### config.mk
export PLATFORM = sky130hd
export DESIGN_NAME = dma_chan_regs
export DESIGN_NICKNAME = d
export VERILOG_FILES = /design/src/rtl/dma_pkg.sv /design/src/rtl/dma_chan_slice.sv /design/src/rtl/dma_chan_regs.sv
export SDC_FILE = /design/constraint.sdc
export NUM_CORES = 1
export LEC_CHECK = 0
export CELL_PAD_IN_SITES_DETAIL_PLACEMENT = 1
export CELL_PAD_IN_SITES_GLOBAL_PLACEMENT = 1
export CORE_MARGIN = 4
export CORE_UTILIZATION = 49
export CTS_BUF_LIST = sky130_fd_sc_hd__clkbuf_4 sky130_fd_sc_hd__clkbuf_8
export CTS_CLUSTER_SIZE = 8
export DETAILED_ROUTE_END_ITERATION = 12
export PLACE_DENSITY = 0.87
export SYNTH_ARGS = -nofsm -noshare
export SYNTH_HDL_FRONTEND = slang
export SYNTH_HIERARCHICAL = 1
export SYNTH_SLANG_ARGS = --single-unit
### constraint.sdc
create_clock -name clk -period 3.19 [get_ports clk]
set_input_delay 0.4785 -clock clk [delete_from_list [all_inputs] [get_ports clk]]
set_output_delay 0.4785 -clock clk [all_outputs]
set_load 0.05 [all_outputs]
### src/rtl/dma_pkg.sv
// Shared constants and types for the DMA channel register bank.
package dma_pkg;

    localparam int DATA_W_DEF = 8;
    localparam int REG_W_DEF  = 2 * DATA_W_DEF;

    localparam logic REG_SEL_ADDR = 1'b0;
    localparam logic REG_SEL_CNT  = 1'b1;

    typedef struct packed {
        logic [REG_W_DEF-1:0] addr;
        logic [REG_W_DEF-1:0] cnt;
    } reg_pair_t;

endpackage

### src/rtl/dma_chan_slice.sv
// One DMA channel: address/count registers, byte-wise host writes and step logic.
// Optional base copies and auto-initialise under DMA_CHAN_AUTOINIT_EN.
module dma_chan_slice
    import dma_pkg::*;
#(
    parameter int DATA_W   = DATA_W_DEF,
    parameter int ADDR_RST = 0
) (
    input  logic                clk,
    input  logic                rst,
    input  logic                wr_en,
    input  logic                wr_sel,
    input  logic                wr_hi,
    input  logic [DATA_W-1:0]   wr_data,
    input  logic                step,
    input  logic                dec,
`ifdef DMA_CHAN_AUTOINIT_EN
    input  logic                autoinit,
`endif
    output logic [2*DATA_W-1:0] addr,
    output logic [2*DATA_W-1:0] cnt,
    output logic                done,
    output logic                tc_evt
);

    localparam int REG_W = 2 * DATA_W;
    localparam logic [REG_W-1:0] ADDR_INIT = REG_W'(ADDR_RST);

    logic [REG_W-1:0] addr_q, addr_d;
    logic [REG_W-1:0] cnt_q, cnt_d;
    logic             done_q, done_d;
    logic             blocked;
    logic             step_ok;

    function automatic logic [REG_W-1:0] put_byte(input logic [REG_W-1:0] v,
                                                  input logic hi,
                                                  input logic [DATA_W-1:0] b);
        put_byte = v;
        if (hi) put_byte[REG_W-1:DATA_W] = b;
        else    put_byte[DATA_W-1:0]     = b;
    endfunction

`ifdef DMA_CHAN_AUTOINIT_EN
    logic [REG_W-1:0] base_addr_q, base_addr_d;
    logic [REG_W-1:0] base_cnt_q, base_cnt_d;

    // An auto-initialising channel keeps stepping after terminal count.
    assign blocked = done_q & ~autoinit;
`else
    assign blocked = done_q;
`endif

    // A host write to this channel wins over a step in the same cycle.
    assign step_ok = step & ~wr_en & ~blocked;
    assign tc_evt  = step_ok && (cnt_q == '0);

    always_comb begin
        // NOTE: every output of this block gets a default first, so no path can infer a latch.
        addr_d = addr_q;
        cnt_d  = cnt_q;
        done_d = done_q;
`ifdef DMA_CHAN_AUTOINIT_EN
        base_addr_d = base_addr_q;
        base_cnt_d  = base_cnt_q;
`endif
        if (wr_en) begin
            if (wr_sel == REG_SEL_CNT) begin
                cnt_d  = put_byte(cnt_q, wr_hi, wr_data);
                done_d = 1'b0;
`ifdef DMA_CHAN_AUTOINIT_EN
                base_cnt_d = put_byte(base_cnt_q, wr_hi, wr_data);
`endif
            end else begin
                addr_d = put_byte(addr_q, wr_hi, wr_data);
`ifdef DMA_CHAN_AUTOINIT_EN
                base_addr_d = put_byte(base_addr_q, wr_hi, wr_data);
`endif
            end
        end else if (step_ok) begin
            addr_d = dec ? addr_q - 1'b1 : addr_q + 1'b1;
            cnt_d  = cnt_q - 1'b1;
            if (cnt_q == '0) begin
                done_d = 1'b1;
`ifdef DMA_CHAN_AUTOINIT_EN
                if (autoinit) begin
                    addr_d = base_addr_q;
                    cnt_d  = base_cnt_q;
                end
`endif
            end
        end
    end

    always_ff @(posedge clk or negedge rst) begin
        // NOTE: non-blocking assignments so every flop samples the pre-edge values.
        if (!rst) begin
            addr_q <= ADDR_INIT;
            cnt_q  <= '0;
            done_q <= 1'b0;
`ifdef DMA_CHAN_AUTOINIT_EN
            base_addr_q <= ADDR_INIT;
            base_cnt_q  <= '0;
`endif
        end else begin
            addr_q <= addr_d;
            cnt_q  <= cnt_d;
            done_q <= done_d;
`ifdef DMA_CHAN_AUTOINIT_EN
            base_addr_q <= base_addr_d;
            base_cnt_q  <= base_cnt_d;
`endif
        end
    end

    assign addr = addr_q;
    assign cnt  = cnt_q;
    assign done = done_q;

endmodule

### src/rtl/dma_chan_regs.sv
// Bank of NUM_CH DMA channel address/count registers with byte-serial host access.
// Define DMA_CHAN_AUTOINIT_EN to add the autoinit port and base-copy reload.
module dma_chan_regs
    import dma_pkg::*;
#(
    parameter  int DATA_W   = DATA_W_DEF,
    parameter  int NUM_CH   = 4,
    parameter  int ADDR_RST = 0,
    localparam int REG_W    = 2 * DATA_W,
    localparam int CH_W     = $clog2(NUM_CH)
) (
    input  logic              clk,
    input  logic              rst,
    input  logic              load,
    input  logic              read,
    input  logic              clr_ptr,
    input  logic [CH_W-1:0]   ch_sel,
    input  logic              reg_sel,
    input  logic [DATA_W-1:0] Data_In,
    output logic [DATA_W-1:0] Data_Out,
    input  logic [NUM_CH-1:0] dec_mode,
    input  logic              xfer,
    input  logic [CH_W-1:0]   xfer_ch,
`ifdef DMA_CHAN_AUTOINIT_EN
    input  logic [NUM_CH-1:0] autoinit,
`endif
    output logic [REG_W-1:0]  cur_addr,
    output logic              tc,
    output logic [NUM_CH-1:0] done,
    output logic              byte_ptr
);

    localparam int NUM_SLOT = 2 ** CH_W;

    logic [REG_W-1:0]  addr_arr [NUM_SLOT];
    logic [REG_W-1:0]  cnt_arr  [NUM_SLOT];
    logic [NUM_CH-1:0] tc_evt;
    logic [NUM_CH-1:0] done_vec;

    logic              byte_ptr_q, byte_ptr_d;
    logic [DATA_W-1:0] data_out_q, data_out_d;
    logic              tc_q, tc_d;
    logic [REG_W-1:0]  sel_reg;

    for (genvar i = 0; i < NUM_CH; i++) begin : g_ch
        dma_chan_slice #(
            .DATA_W   (DATA_W),
            .ADDR_RST (ADDR_RST)
        ) u_slice (
            .clk      (clk),
            .rst      (rst),
            .wr_en    (~load && (ch_sel == CH_W'(i))),
            .wr_sel   (reg_sel),
            .wr_hi    (byte_ptr_q),
            .wr_data  (Data_In),
            .step     (xfer && (xfer_ch == CH_W'(i))),
            .dec      (dec_mode[i]),
`ifdef DMA_CHAN_AUTOINIT_EN
            .autoinit (autoinit[i]),
`endif
            .addr     (addr_arr[i]),
            .cnt      (cnt_arr[i]),
            .done     (done_vec[i]),
            .tc_evt   (tc_evt[i])
        );
    end

    // Unused select codes read as zero when NUM_CH is not a power of two.
    for (genvar i = NUM_CH; i < NUM_SLOT; i++) begin : g_pad
        assign addr_arr[i] = '0;
        assign cnt_arr[i]  = '0;
    end

    always_comb begin
        sel_reg    = (reg_sel == REG_SEL_CNT) ? cnt_arr[ch_sel] : addr_arr[ch_sel];
        data_out_d = data_out_q;
        if (!read && load)
            data_out_d = byte_ptr_q ? sel_reg[REG_W-1:DATA_W] : sel_reg[DATA_W-1:0];

        byte_ptr_d = byte_ptr_q;
        if (!clr_ptr)
            byte_ptr_d = 1'b0;
        else if (!load || !read)
            byte_ptr_d = ~byte_ptr_q;

        // At most one channel is stepped per cycle.
        tc_d = |tc_evt;
    end

    always_ff @(posedge clk or negedge rst) begin
        if (!rst) begin
            byte_ptr_q <= 1'b0;
            data_out_q <= '0;
            tc_q       <= 1'b0;
        end else begin
            byte_ptr_q <= byte_ptr_d;
            data_out_q <= data_out_d;
            tc_q       <= tc_d;
        end
    end

    assign Data_Out = data_out_q;
    assign byte_ptr = byte_ptr_q;
    assign tc       = tc_q;
    assign done     = done_vec;
    assign cur_addr = addr_arr[xfer_ch];

endmodule

# [After elaboration in Yosys (flattened, before gate mapping)]
# Index checks and enable logic that the tools add are counted.
[word_totals] ff_bits=142 input_bits=23 output_inout_bits=30 word_cells=181
[op_classes] addsub=12 n_lt_le_gt_ge=2 n_eq_ne=23 muxes=50 n_bitwise=20 reduce_logical=51
[ops] operator="$mux W16" count=29
[ops] operator="$sub A16 B1 Y16 const B" count=8
[ops] operator="$bmux W16 S2" count=3
[ops] operator="$add A16 B1 Y16 const B" count=4
[ops] operator="$logic_not A16 Y1" count=4
[ops] operator="$reduce_and A3 Y1" count=20
[ops] operator="$ne A2 B2 Y1 const B" count=16
[ops] operator="$mux W8" count=3
[ops] operator="$reduce_bool A2 Y1" count=8
[ops] operator="$mux W1" count=15
[ops] operator="$logic_and A1 B1 Y1" count=13
[ops] operator="$not A1 Y1" count=10
[ops] operator="$and A1 B1 Y1" count=8
[ops] operator="$eq A2 B2 Y1 const B" count=4
[ops] operator="$ge A3 B3 Y1 const B" count=2
[ops] operator="$not A2 Y3" count=2
[ops] operator="$eq A2 B1 Y1 const B" count=2
[ops] operator="$logic_not A2 Y1" count=2
[ops] operator="$reduce_or A4 Y1" count=1
[ops] operator="$logic_not A1 Y1" count=2
[ops] operator="$ne A2 B1 Y1 const B" count=1
[ops] operator="$logic_or A1 B1 Y1" count=1

# [Logic depth before layout (Yosys ltp)]
# Gate-level depths: netlist (run 1).
[depth] ltp_word=7 depth_mapped=14 ltp_nobuf=9

# [Hierarchy]
# Netlist (run 1), hierarchy kept.
[modules_own_cells] module="dma_chan_slice at g_ch[1].u_slice ..." instances=3 cells_per_inst=277 area_per_inst_um2=2386.0 seq_area_each_um2=825.8
[modules_own_cells] module="dma_chan_slice at g_ch[0].u_slice" instances=1 cells_per_inst=292 area_per_inst_um2=2394.8 seq_area_each_um2=825.8
[modules_own_cells] module="dma_chan_regs" instances=1 cells_per_inst=164 area_per_inst_um2=1923.1 seq_area_each_um2=250.2

# [Least setup slack after synthesis (run 1)]
# Ideal clock, no wire load.
[synth_timing] path_kind="input-to-reg" startpoint="in ch_sel[0]" endpoint="reg g_ch[1].u_slice.addr_q[5]" t_arrival_ps=2563 t_required_ps=3071 slack_ps=509 path_stages=12 n_path_buf=6 path_cell_list="buf_6 > buf_8 > buf_6 > inv_1 > nor3_1 > buf_2 > inv_1 > clkbuf_1 > o31ai_1 > clkbuf_1 > o211ai_1 > o21a_1"
[synth_between] elab_chain_cells=7 word_cells_on_any_way=10
[synth_rtl] element="from (decl)" line="dma_chan_regs.sv:17" source="input logic [CH_W-1:0] ch_sel,"
[synth_rtl] element="$eq A2 B1 Y1 (*)" line="dma_chan_regs.sv:52" source=".wr_en (~load && (ch_sel == CH_W'(i))),"
[synth_rtl] element="$logic_and A1 B1 Y1 (*)" line="dma_chan_regs.sv:52"
[synth_rtl] element="$not A1 Y1" line="dma_chan_slice.sv:54" source="assign step_ok = step & ~wr_en & ~blocked;"
[synth_rtl] element="$and A1 B1 Y1 (2 in series)" line="dma_chan_slice.sv:54"
[synth_rtl] element="$reduce_bool A2 Y1 (no source line)"
[synth_rtl] element="$reduce_and A3 Y1 (no source line)"
[synth_rtl] element="to (signal assigned)" line="dma_chan_slice.sv:105" source="addr_q <= addr_d;"
[synth_rtl] element="to (decl)" line="dma_chan_slice.sv:29" source="logic [REG_W-1:0] addr_q, addr_d;"
# Mark *: on every way between the ends. The rest lies on a longest branch, timed or not.
# A chain may end at the register's enable or synchronous reset.

# [Final worst setup path (run 1)]
[layout_timing] startpoint="in dec_mode[0]" endpoint="reg g_ch[0].u_slice.addr_q[14]"
[layout_between] elab_chain_cells=3
[layout_rtl] element="from (decl)" line="dma_chan_regs.sv:21" source="input logic [NUM_CH-1:0] dec_mode,"
[layout_rtl] element="$mux W16" line="dma_chan_slice.sv:80" source="addr_d = dec ? addr_q - 1'b1 : addr_q + 1'b1;"
[layout_rtl] element="$mux W16" line="dma_chan_slice.sv:79" source="end else if (step_ok) begin"
[layout_rtl] element="$mux W16" line="dma_chan_slice.sv:66" source="if (wr_en) begin"
[layout_rtl] element="to (signal assigned)" line="dma_chan_slice.sv:105"
[layout_rtl] element="to (decl)" line="dma_chan_slice.sv:29"
# No other way between the ends. The select of a mux whose other input is x is not followed.

==> results of run 1 <==
==> worst max-delay path: cells and delay by family <==
| family | cells | cell delay, ns |
|---|---|---|
| AO/OA/AOI/OAI | 4 | 0.81 |
| adder cells (fa/ha/maj) | 1 | 0.34 |
| buffers and inverters | 2 | 0.67 |
| AND/OR/NAND/NOR | 3 | 0.79 |
==> worst max-delay path by stage <==
stage,start,to,slack [ns],depth (start not counted)
floorplan,ch_sel[0],g_ch[1].u_slice/addr[5]$_DFFE_PN0P_,0.51,12
global placement,dec_mode[0],g_ch[0].u_slice/addr[14]$_DFFE_PN0P_,0.01,10
detailed placement,dec_mode[0],g_ch[0].u_slice/addr[14]$_DFFE_PN0P_,-0.02,10
CTS,dec_mode[0],g_ch[0].u_slice/addr[14]$_DFFE_PN0P_,0.48,10
global route,dec_mode[0],g_ch[0].u_slice/addr[14]$_DFFE_PN0P_,0.36,10
finish,dec_mode[0],g_ch[0].u_slice/addr[14]$_DFFE_PN0P_,0.47,10
==> Yosys cell counts (16+ instances only) <==
| cell | number |
|---|---|
| sky130_fd_sc_hd__mux2i_1 | 62 |
| sky130_fd_sc_hd__mux4_2 | 28 |
| sky130_fd_sc_hd__clkbuf_1 | 41 |
| sky130_fd_sc_hd__a21o_1 | 21 |
| sky130_fd_sc_hd__dfrtp_1 | 142 |
| sky130_fd_sc_hd__nand3_1 | 37 |
| sky130_fd_sc_hd__o21ai_0 | 92 |
| sky130_fd_sc_hd__a31oi_1 | 22 |
| sky130_fd_sc_hd__nor3_1 | 26 |
| sky130_fd_sc_hd__o22ai_1 | 55 |
| sky130_fd_sc_hd__o211ai_1 | 27 |
| sky130_fd_sc_hd__xor2_1 | 26 |
| sky130_fd_sc_hd__nand2_1 | 145 |
| sky130_fd_sc_hd__inv_1 | 25 |
| sky130_fd_sc_hd__nand4_1 | 16 |
| sky130_fd_sc_hd__nor2_1 | 79 |
| sky130_fd_sc_hd__xnor2_1 | 25 |
| sky130_fd_sc_hd__ha_1 | 64 |
| sky130_fd_sc_hd__a21oi_1 | 129 |
| sky130_fd_sc_hd__o21a_1 | 23 |
==> stage by stage <==
stage / TNS (ns) / cells / util
after floorplan: 0 / 1287 / -
after global placement: 0 / 1669 / 0.555
after detailed placement: -0.0210 / 1669 / 0.555
after CTS: 0 / 1700 / 0.574
after global routing: 0 / 1700 / 0.574
final: 0 / 1701 / 0.574
==> flip-flops by register name, summed over array words and instances (netlist names) <==
register and count:
Data_Out 8, g_ch.u_slice/cnt 64, tc 1, g_ch.u_slice/done 4
g_ch.u_slice/addr 64, byte_ptr 1
==> cell usage in the layout, fill, tap and decap left out, drive strengths merged, types with 16 or more instances in the layout <==
cell           Yosys  final
o211ai            27     27
nand3             37     37
a21oi            129    129
inv               25     28
o21ai             99     99
nand4             16     16
nor3              26     26
buf               18     95
a21o              21     21
dfrtp            142    142
xor2              26     26
clkdlybuf4s50      0     33
nor2              80     80
a31oi             22     22
xnor2             25     25
mux4              34     34
o22ai             55     55
nand2            145    145
clkbuf            41     19
mux2i             62     62
o21a              23     23
ha                64     64
==> layer usage <==
layer  vias up  routed length (um)  part of all wire
met5         -                  29           0.00064
met4         4                2720             0.060
met3       175                3670             0.081
met2       579               21000              0.46
met1      5879               17800              0.39
li1       5066                   -                 -
==> logic make-up (layout without fill, tap and decap cells) <==
logic type / Yosys count / count (layout)
xor gates and xnor gates: 51 / 51
DFF: 142 / 142
muxes: 109 / 109
other: 0 / 1
buffers and inverters: 84 / 184
and+or+nand+nor: 395 / 395
adders and majority gates: 68 / 68
AOI/OAI and AO/OA: 438 / 438
==> report_power, final <==
group / total (mW) / switching [mW] / leakage (nW) / internal [mW]
Clock: 1.66 / 0.791 / 0.214 / 0.873
Combinational: 7.05 / 4.02 / 3.52 / 3.03
Sequential: 3.49 / 1.11 / 1.75 / 2.38
Total: 12.2 / 5.92 / 5.49 / 6.28
==> final cells by class <==
cell class	count	area, um2	share of cell area
tap	313	392	0.0299
clock buffer	19	249	0.0190
multi-input combinational	1061	7560	0.577
timing repair buffer	128	1080	0.0823
clock inverter	12	184	0.0140
antenna	1	2.50	0.000191
sequential	142	3550	0.271
inverter	25	93.8	0.00716
==> results.py, run 1 <==
metrics = {
    "finish": {
        "nFillCells": 2669,
        "layout.cell_area.non_filler_um2": 13100,
        "design.final.nets": 1466,
        "ratio_of_cells_with_drive_above_1_in_the_final_layout": 0.147,
        "area.growth.synth_to_final_pct": 14.3,
    },
    "drt": {
        "via_per_inst": 6.88,
        "wirelength_mm": 45.2,
        "final_antenna_net_count": 0,
        "drt_iter0_markers": 1212,
        "drcViolationCount": 0,
        "drt_pre_antenna_iters": 5,
        "routed_wire_length_per_instance_um": 26.6,
        "via_count": 11700,
    },
    "placement": {
        "dpl-instance-area_um2": 12700,
        "io_buffer_count": 52,
        "final_weighted_congestion_of_routability_driven_global_placement": 0.949,
        "detailedPlacementHpwl_mm": 34.2,
        "dp_worst_setup_slack_ns": -0.0210,
    },
    "timing": {
        "setup_repair_after_global_routing_missed_its_margin": "no",
        "fin_hold_ws_ns": -0.00173,
        "setup_violations": 0,
        "layout_min_cycle_time_ns": 2.72,
        "worstMarginPinSlew_ns": 0.910,
        "finalWorstSetupSlack_ns": 0.470,
        "timing.clock.skew_ns": 0.0146,
        "max_freq_mhz": 368,
        "final_min_period_over_clock_period": 0.853,
        "finalHoldViolations": 2,
        "final-max-slew-violation-count": 0,
        "slew_headroom": 0.392,
    },
    "logic_synthesis": {
        "synth_edf_count": 0,
        "synth_area_per_cell_um2": 8.92,
        "netlist_area_um2": 11500,
        "synth.net_count": 1378,
        "yosys.area.top_type_share": 0.310,
        "main_area_contributors_after_synthesis": "sky130_fd_sc_hd__dfrtp_1 31%, sky130_fd_sc_hd__ha_1 7.0%, sky130_fd_sc_hd__a21oi_1 5.6%",
        "synth-compound-area-share": 0.235,
        "seq_area_frac_synth": 0.310,
        "ys_seq_elements": 142,
        "postSynth.asyncResetShare": 1.00,
        "synthMuxAreaShare": 0.136,
        "post_synth_and_or_nand_nor_area_fraction": 0.171,
        "synth_adder_area_share": 0.0768,
        "total_of_warnings_raised_by_yosys": 6,
        "main_flop_type_after_synthesis": "sky130_fd_sc_hd__dfrtp_1",
        "dominant_combinational_cell_family_by_area_after_synthesis": "compound AO/OA/AOI/OAI gates",
        "synthXorXnorAreaFrac": 0.0389,
        "synth.largest_area_cell": "sky130_fd_sc_hd__dfrtp_1",
        "synth.distinct_cells": 72,
        "synth_cells": 1287,
    },
    "floorplanning": {
        "start_util": 0.502,
        "die_area_um2": 25900,
        "die_h_um": 161,
        "die-width_um": 161,
        "num_io_pins": 53,
        "standard_cell_core_area_um2": 22800,
        "num_rows": 55,
    },
    "flow_run": {
        "max_cap_violation_count": 0,
    },
    "global_routing": {
        "groute.layer.met3.usage": 0.0643,
        "global_route.usage.met2": 0.557,
        "grt_first_pass_wirelength_mm": 70.4,
        "vias_in_the_first_global_route": 12100,
        "grt_most_used_layer": "met2",
        "overflow": 0,
        "antenna_violations_before_repair": 2,
        "groute.layer.met1.usage": 0.445,
        "grt_start_max_net_pins": 71,
        "global_route.usage.total": 0.347,
    },
    "worst_hold_path": {
        "holdCritPathClass": "input pin to asynchronous set/reset pin",
    },
    "clock_network": {
        "clockRootBuffer": "sky130_fd_sc_hd__clkbuf_8",
        "cts.reportedPaths.clkPinSlew_ns": 0.08,
        "cts_resized": 0,
        "tritoncts": "done",
        "clock_path_buffers": 2,
        "cts_num_sinks": 142,
        "cts_htree_levels": 4,
        "cts_hold_buffers": 0,
        "tritoncts.num_buffers": 17,
        "clk-insertion-delay-late_ns": 0.48,
        "post_cts_buffers": 0,
    },
    "status": {
        "status": "finished with violations",
        "failed_checks": "hold timing",
    },
    "power": {
        "vdd_drop_max_uv": 423,
        "p_leak_nw": 5.49,
        "total_power_mw": 12.2,
        "pwr_density_cell_nw_per_um2": 930,
    },
    "worst_setup_path": {
        "timing.reg2reg.worst_path_depth": 8,
        "timing.critical_path.slowest_stage_cell": "sky130_fd_sc_hd__or4_1",
        "arrival_ns": 3.09,
        "timing.setup.critical_path_class": "input pin to register",
        "crit_required_ns": 3.56,
        "timing.rr.start": "g_ch[1].u_slice/addr[12]$_DFFE_PN0P_",
        "crit_fanout": 6,
        "crit_path_max_incr_delay_ns": 0.51,
        "worstSetupEndpointType": "register",
        "critPathLaunchType": "input pin",
        "path_cells": "clkdlybuf4s50_1, buf_4, ha_1, a21oi_1, o21ai_0, a21o_1, and4_1, nor3_1, or4_1, a31o_2",
        "critical_path.reg2reg.endpoint": "g_ch[1].u_slice/addr[15]$_DFFE_PN0P_",
        "register_to_register_setup_slack_ns": 0.61,
    },
}
Power figures use the tool's default switching activity.
==> run 2: changes to the inputs <==
==> constraint.sdc (replaced) <==
create_clock -name clk -period 3.1 [get_ports clk]
set_input_delay 0.465 -clock clk [delete_from_list [all_inputs] [get_ports clk]]
set_output_delay 0.465 -clock clk [all_outputs]
set_load 0.05 [all_outputs]
==> run 2 against run 1 <==
The flow now finishes without violations. Sequential cell count did not move. Clock skew rose by 0.00065 ns. Power increased by 5.9%. First-iteration DRC count up 12%. Non-clock buffer count grew 21. Critical path depth shrank 1. Routed wire length increased by 2.6%. Sequential share of layout area is 0.42 points lower. Global-route usage rose by 0.65 points. Die area stayed put. Clock-buffer cell count is 1 lower. Combinational power is 5.7% higher. Critical endpoint is now g_ch[1].u_slice/cnt[13]$_DFFE_PN0P_. Largest power group unchanged.
==> results.py, run 2 (synthesis gave the netlist of run 1 again) <==
metrics = {
    "timing": {
        "max_freq_mhz": 359,
        "setup_violations": 0,
        "finalHoldViolations": 0,
        "setup-tns-final_ns": 0,
        "slew_headroom": 0.363,
        "setup_repair_after_global_routing_missed_its_margin": "no",
        "timing.clock.skew_ns": 0.0152,
        "layout_min_cycle_time_ns": 2.79,
        "final_min_period_over_clock_period": 0.898,
        "final-max-slew-violation-count": 0,
        "worstMarginPinSlew_ns": 0.952,
    },
    "finish": {
        "commonest_cells_after_routing_fill_and_taps_aside": "145 x sky130_fd_sc_hd__nand2_1, 142 x sky130_fd_sc_hd__dfrtp_1, 129 x sky130_fd_sc_hd__a21oi_1, 110 x sky130_fd_sc_hd__buf_4, 92 x sky130_fd_sc_hd__o21ai_0",
        "nFillCells": 2719,
        "ratio_of_cells_with_drive_above_1_in_the_final_layout": 0.160,
        "mostFrequentLayoutCell": "sky130_fd_sc_hd__nand2_1",
        "design.final.nets": 1487,
        "layout.cell_area.non_filler_um2": 13300,
        "antenna_cells_inserted": 0,
        "area.growth.synth_to_final_pct": 16.1,
        "multi_input_comb_area_um2": 7560,
        "final_core_utilization": 0.583,
        "register_area_um2": 3550,
    },
    "power": {
        "swShare": 0.478,
        "p_leak_nw": 5.61,
        "sequentialPowerShare": 0.278,
        "internal_power_mw": 6.75,
        "net_switching_mw": 6.18,
        "pwr-share-comb": 0.577,
        "power.clock.fraction": 0.145,
        "pwr_density_cell_nw_per_um2": 970,
        "vdd_drop_max_uv": 577,
    },
    "worst_setup_path": {
        "timing.critical_path.slowest_stage_cell": "sky130_fd_sc_hd__clkdlybuf4s50_1",
        "critPathLaunchType": "input pin",
        "register_to_register_setup_slack_ns": 0.43,
        "critical_path.reg2reg.endpoint": "g_ch[1].u_slice/addr[15]$_DFFE_PN0P_",
        "timing.setup.critical_path_class": "input pin to register",
        "path_cells": "clkdlybuf4s50_1, inv_1, nor3_2, inv_1, nand3_1, nand2_1, nand2_1, o21ai_0, a31oi_1",
        "crit_fanout": 11,
        "timing.reg2reg.worst_path_depth": 8,
        "worstSetupEndpointType": "register",
        "arrival_ns": 3.17,
        "timing.rr.start": "g_ch[1].u_slice/addr[12]$_DFFE_PN0P_",
        "crit_required_ns": 3.49,
        "crit_path_max_incr_delay_ns": 0.74,
    },
    "floorplanning": {
        "start_util": 0.502,
        "standard_cell_core_area_um2": 22800,
        "num_rows": 55,
        "die-width_um": 161,
        "die_area_um2": 25900,
        "die_h_um": 161,
        "num_io_pins": 53,
    },
    "clock_network": {
        "cts_resized": 0,
        "cts_htree_levels": 4,
        "clk-insertion-delay-late_ns": 0.47,
        "cts.reportedPaths.clkPinSlew_ns": 0.09,
        "post_cts_buffers": 0,
        "cts_num_sinks": 142,
        "clock_path_buffers": 2,
        "cts_hold_buffers": 0,
        "tritoncts": "done",
        "clockRootBuffer": "sky130_fd_sc_hd__clkbuf_8",
        "tritoncts.num_buffers": 17,
    },
    "global_routing": {
        "antenna_violations_before_repair": 2,
        "global_route.usage.total": 0.354,
        "grt_start_max_net_pins": 79,
        "vias_in_the_first_global_route": 12200,
        "overflow": 0,
        "grt_first_pass_wirelength_mm": 71.3,
    },
    "placement": {
        "detailedPlacementHpwl_mm": 34.3,
        "io_buffer_count": 52,
        "dpl-instance-area_um2": 12800,
        "final_weighted_congestion_of_routability_driven_global_placement": 0.945,
    },
    "drt": {
        "wirelength_mm": 46.3,
        "via_count": 11800,
        "routed_wire_length_per_instance_um": 26.9,
        "drt_pre_antenna_iters": 5,
        "drcViolationCount": 0,
        "via_per_inst": 6.88,
        "final_antenna_net_count": 0,
        "drt_iter0_markers": 1353,
    },
    "flow_run": {
        "max_cap_violation_count": 0,
    },
    "worst_hold_path": {
        "holdCritPathClass": "input pin to asynchronous set/reset pin",
    },
    "status": {
        "status": "finished clean",
    },
}
[run 2: changes by cell type in the layout (fill, tap and decap cells not counted), sizes merged]
cell	previous run	this run
clkbuf	19	18
clkinv	3	2
buf	95	116
bufinv	4	6
diode	1	0
[run 2: power groups by stage]
stage | Combinational [mW] | Clock, mW | Sequential (mW)
6_report | 7.45 | 1.88 | 3.60
5_1_grt | 8.04 | 1.97 | 3.62
4_1_cts | 7.35 | 1.88 | 3.52
3_5_place_dp | 7.22 | 0 | 3.55
3_3_place_gp | 6.89 | 0 | 3.49
2_1_floorplan | 4.93 | 0 | 3.20
[run 2: worst max path at each step]
stage | start | endpoint | slack [ns] | depth (start not counted)
after floorplan | ch_sel[0] | g_ch[1].u_slice/addr[5]$_DFFE_PN0P_ | 0.43 | 12
after CTS | dec_mode[1] | g_ch[1].u_slice/addr[11]$_DFFE_PN0P_ | 0.38 | 10
final | ch_sel[0] | g_ch[1].u_slice/cnt[13]$_DFFE_PN0P_ | 0.31 | 9
after global routing | dec_mode[1] | g_ch[1].u_slice/addr[10]$_DFFE_PN0P_ | 0.15 | 10
after global placement | dec_mode[0] | g_ch[0].u_slice/addr[14]$_DFFE_PN0P_ | -0.02 | 10
after detailed placement | dec_mode[2] | g_ch[2].u_slice/addr[12]$_DFFE_PN0P_ | -0.09 | 10
[run 2: through the flow]
stage,total power [mW],hold WS [ns],std cells,worst slack (ns)
2_1_floorplan,8.13,0.169,1287,0.432
6_report,12.9,0.0343,1721,0.315
3_5_place_dp,10.8,0.536,1690,-0.0904
5_1_grt,13.6,0.104,1721,0.148
4_1_cts,12.8,0.0716,1721,0.384
3_3_place_gp,10.4,0.510,1690,-0.0201
[run 2: routing by layer]
metal,track usage,routed length (um),vias to the layer above
li1,-,-,5106
met1,0.453,18000,5894
met2,0.569,21500,649
met3,0.0712,4030,185
met4,0.186,2800,4
met5,0,26,-
[run 2: final cells by class]
class,count,share of cell area
Clock inverter,13,0.0177
Sequential cell,142,0.267
Timing Repair Buffer,149,0.0929
Tap cell,313,0.0294
Clock buffer,18,0.0186
Inverter,25,0.00704
Multi-Input combinational cell,1061,0.568
[run 2: critical path: cells and delay by family]
kind | cells | cell delay, ns
buffers and inverters | 3 | 1.13
and+or+nand+nor | 4 | 1.23
AOI/OAI and AO/OA | 2 | 0.34
==> run 3: changes to the inputs <==
--- a/config.mk
+++ b/config.mk
@@ -6,9 +6,9 @@
 export NUM_CORES = 1
 export LEC_CHECK = 0
 export CELL_PAD_IN_SITES_DETAIL_PLACEMENT = 1
-export CELL_PAD_IN_SITES_GLOBAL_PLACEMENT = 1
+export CELL_PAD_IN_SITES_GLOBAL_PLACEMENT = 2
 export CORE_MARGIN = 4
-export CORE_UTILIZATION = 49
+export CORE_UTILIZATION = 40
 export CTS_BUF_LIST = sky130_fd_sc_hd__clkbuf_4 sky130_fd_sc_hd__clkbuf_8
 export CTS_CLUSTER_SIZE = 8
 export DETAILED_ROUTE_END_ITERATION = 12
==> run 3 against run 2 <==
Power down 2.7%. Global-route usage shrank 6.8 points. Critical path type unchanged. Largest power group unchanged. Setup slack better by 0.036 ns. Highest routed layer unchanged. Clock power down 10%.
==> results.py, run 3 (synthesis gave the netlist of run 1 again) <==
metrics = {
    "worst_setup_path": {
        "worstSetupEndpointType": "register",
        "timing.reg2reg.worst_path_depth": 9,
        "crit_path_max_incr_delay_ns": 0.50,
        "arrival_ns": 3.13,
        "sum_of_buffers_and_inverters_on_the_critical_path": 3,
        "critical-path-top-cell-by-count": "sky130_fd_sc_hd__buf_4",
        "timing.setup.critical_path_class": "input pin to register",
        "register_to_register_setup_slack_ns": 0.45,
        "timing.rr.start": "g_ch[0].u_slice/addr[8]$_DFFE_PN0P_",
        "path_cells": "clkdlybuf4s50_1, buf_4, ha_1, a21oi_1, nor2_1, a2111oi_2, buf_4, o311ai_1, a21o_1, and2_4, o311ai_2",
        "timing.critical_path.slowest_stage_cell": "sky130_fd_sc_hd__clkdlybuf4s50_1",
        "critical_path.reg2reg.endpoint": "g_ch[0].u_slice/addr[15]$_DFFE_PN0P_",
        "worst_path_dominant_cell_family": "compound AO/OA/AOI/OAI gates",
        "crit_fanout": 5,
        "critPathLaunchType": "input pin",
        "crit_required_ns": 3.48,
    },
    "global_routing": {
        "global_route.usage.total": 0.286,
        "overflow": 0,
        "antenna_violations_before_repair": 1,
        "grt_start_max_net_pins": 71,
        "grt_first_pass_wirelength_mm": 68.7,
        "vias_in_the_first_global_route": 11600,
    },
    "placement": {
        "final_weighted_congestion_of_routability_driven_global_placement": 0.936,
        "io_buffer_count": 52,
        "detailedPlacementHpwl_mm": 34.3,
        "placedCellCount": 1757,
        "dpl-instance-area_um2": 13000,
    },
    "finish": {
        "antenna_cells_inserted": 0,
        "nFillCells": 3312,
        "finish.cell_count_without_fillers": 1788,
        "design.final.nets": 1489,
        "commonest_cells_after_routing_fill_and_taps_aside": "145 x sky130_fd_sc_hd__nand2_1, 142 x sky130_fd_sc_hd__dfrtp_1, 129 x sky130_fd_sc_hd__a21oi_1, 109 x sky130_fd_sc_hd__buf_4, 92 x sky130_fd_sc_hd__o21ai_0",
        "mostFrequentLayoutCell": "sky130_fd_sc_hd__nand2_1",
        "layout.cell_area.non_filler_um2": 13400,
        "final_core_utilization": 0.478,
        "ratio_of_cells_with_drive_above_1_in_the_final_layout": 0.162,
        "area.growth.synth_to_final_pct": 16.8,
    },
    "timing": {
        "setup_repair_after_global_routing_missed_its_margin": "no",
        "finalHoldViolations": 0,
        "max_freq_mhz": 364,
        "timing.clock.skew_ns": 0.0158,
        "worstMarginPinSlew_ns": 0.937,
        "setup-tns-final_ns": 0,
        "layout_min_cycle_time_ns": 2.75,
        "setup_violations": 0,
        "final-max-slew-violation-count": 0,
        "final_min_period_over_clock_period": 0.887,
        "slew_headroom": 0.374,
        "fin_hold_ws_ns": 0.0146,
    },
    "floorplanning": {
        "standard_cell_core_area_um2": 28000,
        "start_util": 0.410,
        "die_h_um": 177,
        "die-width_um": 177,
        "num_rows": 61,
        "num_io_pins": 53,
        "die_area_um2": 31500,
    },
    "clock_network": {
        "post_cts_buffers": 0,
        "cts_resized": 0,
        "tritoncts": "done",
        "tritoncts.num_buffers": 17,
        "clockRootBuffer": "sky130_fd_sc_hd__clkbuf_8",
        "clk-insertion-delay-late_ns": 0.47,
        "cts_hold_buffers": 0,
        "cts_num_sinks": 142,
        "cts.reportedPaths.clkPinSlew_ns": 0.09,
        "clock_path_buffers": 2,
        "cts_htree_levels": 4,
    },
    "power": {
        "p_leak_nw": 5.61,
        "sequentialPowerShare": 0.286,
        "vdd_drop_max_uv": 357,
        "pwr-share-comb": 0.580,
        "net_switching_mw": 5.99,
        "swShare": 0.477,
        "power.clock.fraction": 0.134,
        "internal_power_mw": 6.58,
        "pwr_density_cell_nw_per_um2": 938,
    },
    "drt": {
        "wirelength_mm": 44.6,
        "drt_iter0_markers": 776,
        "via_per_inst": 6.30,
        "drcViolationCount": 0,
        "drt_pre_antenna_iters": 5,
        "final_antenna_net_count": 0,
        "routed_wire_length_per_instance_um": 24.9,
        "via_count": 11300,
    },
    "status": {
        "status": "finished clean",
    },
    "flow_run": {
        "max_cap_violation_count": 0,
    },
    "worst_hold_path": {
        "holdCritPathClass": "input pin to asynchronous set/reset pin",
    },
}
-- run 3: final cells by class --
| class | count | area (um2) | share of cell area |
|---|---|---|---|
| inverter | 25 | 93.8 | 0.00700 |
| clock inverter | 8 | 131 | 0.00980 |
| tap | 378 | 473 | 0.0353 |
| multi-input combinational | 1061 | 7560 | 0.564 |
| clock buffer | 23 | 298 | 0.0222 |
| timing repair buffer | 151 | 1290 | 0.0962 |
| sequential | 142 | 3550 | 0.265 |
-- run 3: metal layers --
metal,global-route usage,share of wire,up-vias
li1,-,-,5105
met1,0.377,0.42,5685
met2,0.459,0.46,371
met3,0.0554,0.071,103
met4,0.128,0.046,2
met5,0,0.00031,-
-- run 3: worst reg2reg max path, stage by stage (launching register included) --
cell and delay (ns):
sky130_fd_sc_hd__dfrtp_1 0.46, sky130_fd_sc_hd__ha_1 0.32, sky130_fd_sc_hd__a21o_1 0.18, sky130_fd_sc_hd__or3_1 0.36, sky130_fd_sc_hd__a2111oi_2 0.37, sky130_fd_sc_hd__buf_4 0.20
sky130_fd_sc_hd__o311ai_1 0.13, sky130_fd_sc_hd__a21o_1 0.19, sky130_fd_sc_hd__and2_4 0.15, sky130_fd_sc_hd__o311ai_2 0.20
-- run 3: power groups by stage --
stage               clock network, mW  logic (mW)  registers [mW]
floorplan                           0        4.93            3.20
global placement                    0        6.98            3.54
CTS                              1.71        7.26            3.55
global route                     1.78        7.97            3.66
detailed placement                  0        7.21            3.58
finish                           1.69        7.29            3.60
-- run 3: worst max path at each step --
stage                 from                              endpoint  slack, ns  cells after the start
5_1_grt        dec_mode[0]  g_ch[0].u_slice/addr[15]$_DFFE_PN0P_       0.19                     11
4_1_cts        dec_mode[0]  g_ch[0].u_slice/addr[15]$_DFFE_PN0P_       0.36                     11
3_5_place_dp   dec_mode[0]  g_ch[0].u_slice/addr[15]$_DFFE_PN0P_      -0.14                     11
3_3_place_gp   dec_mode[0]  g_ch[0].u_slice/addr[14]$_DFFE_PN0P_      -0.05                     10
2_1_floorplan    ch_sel[0]   g_ch[1].u_slice/addr[5]$_DFFE_PN0P_       0.43                     12
6_report       dec_mode[0]  g_ch[0].u_slice/addr[15]$_DFFE_PN0P_       0.35                     11
-- run 3: metrics by stage --
step | setup slack (ns) | total power [mW]
finish | 0.351 | 12.6
global route | 0.189 | 13.4
CTS | 0.356 | 12.5
detailed placement | -0.135 | 10.8
global placement | -0.0460 | 10.5
floorplan | 0.432 | 8.13
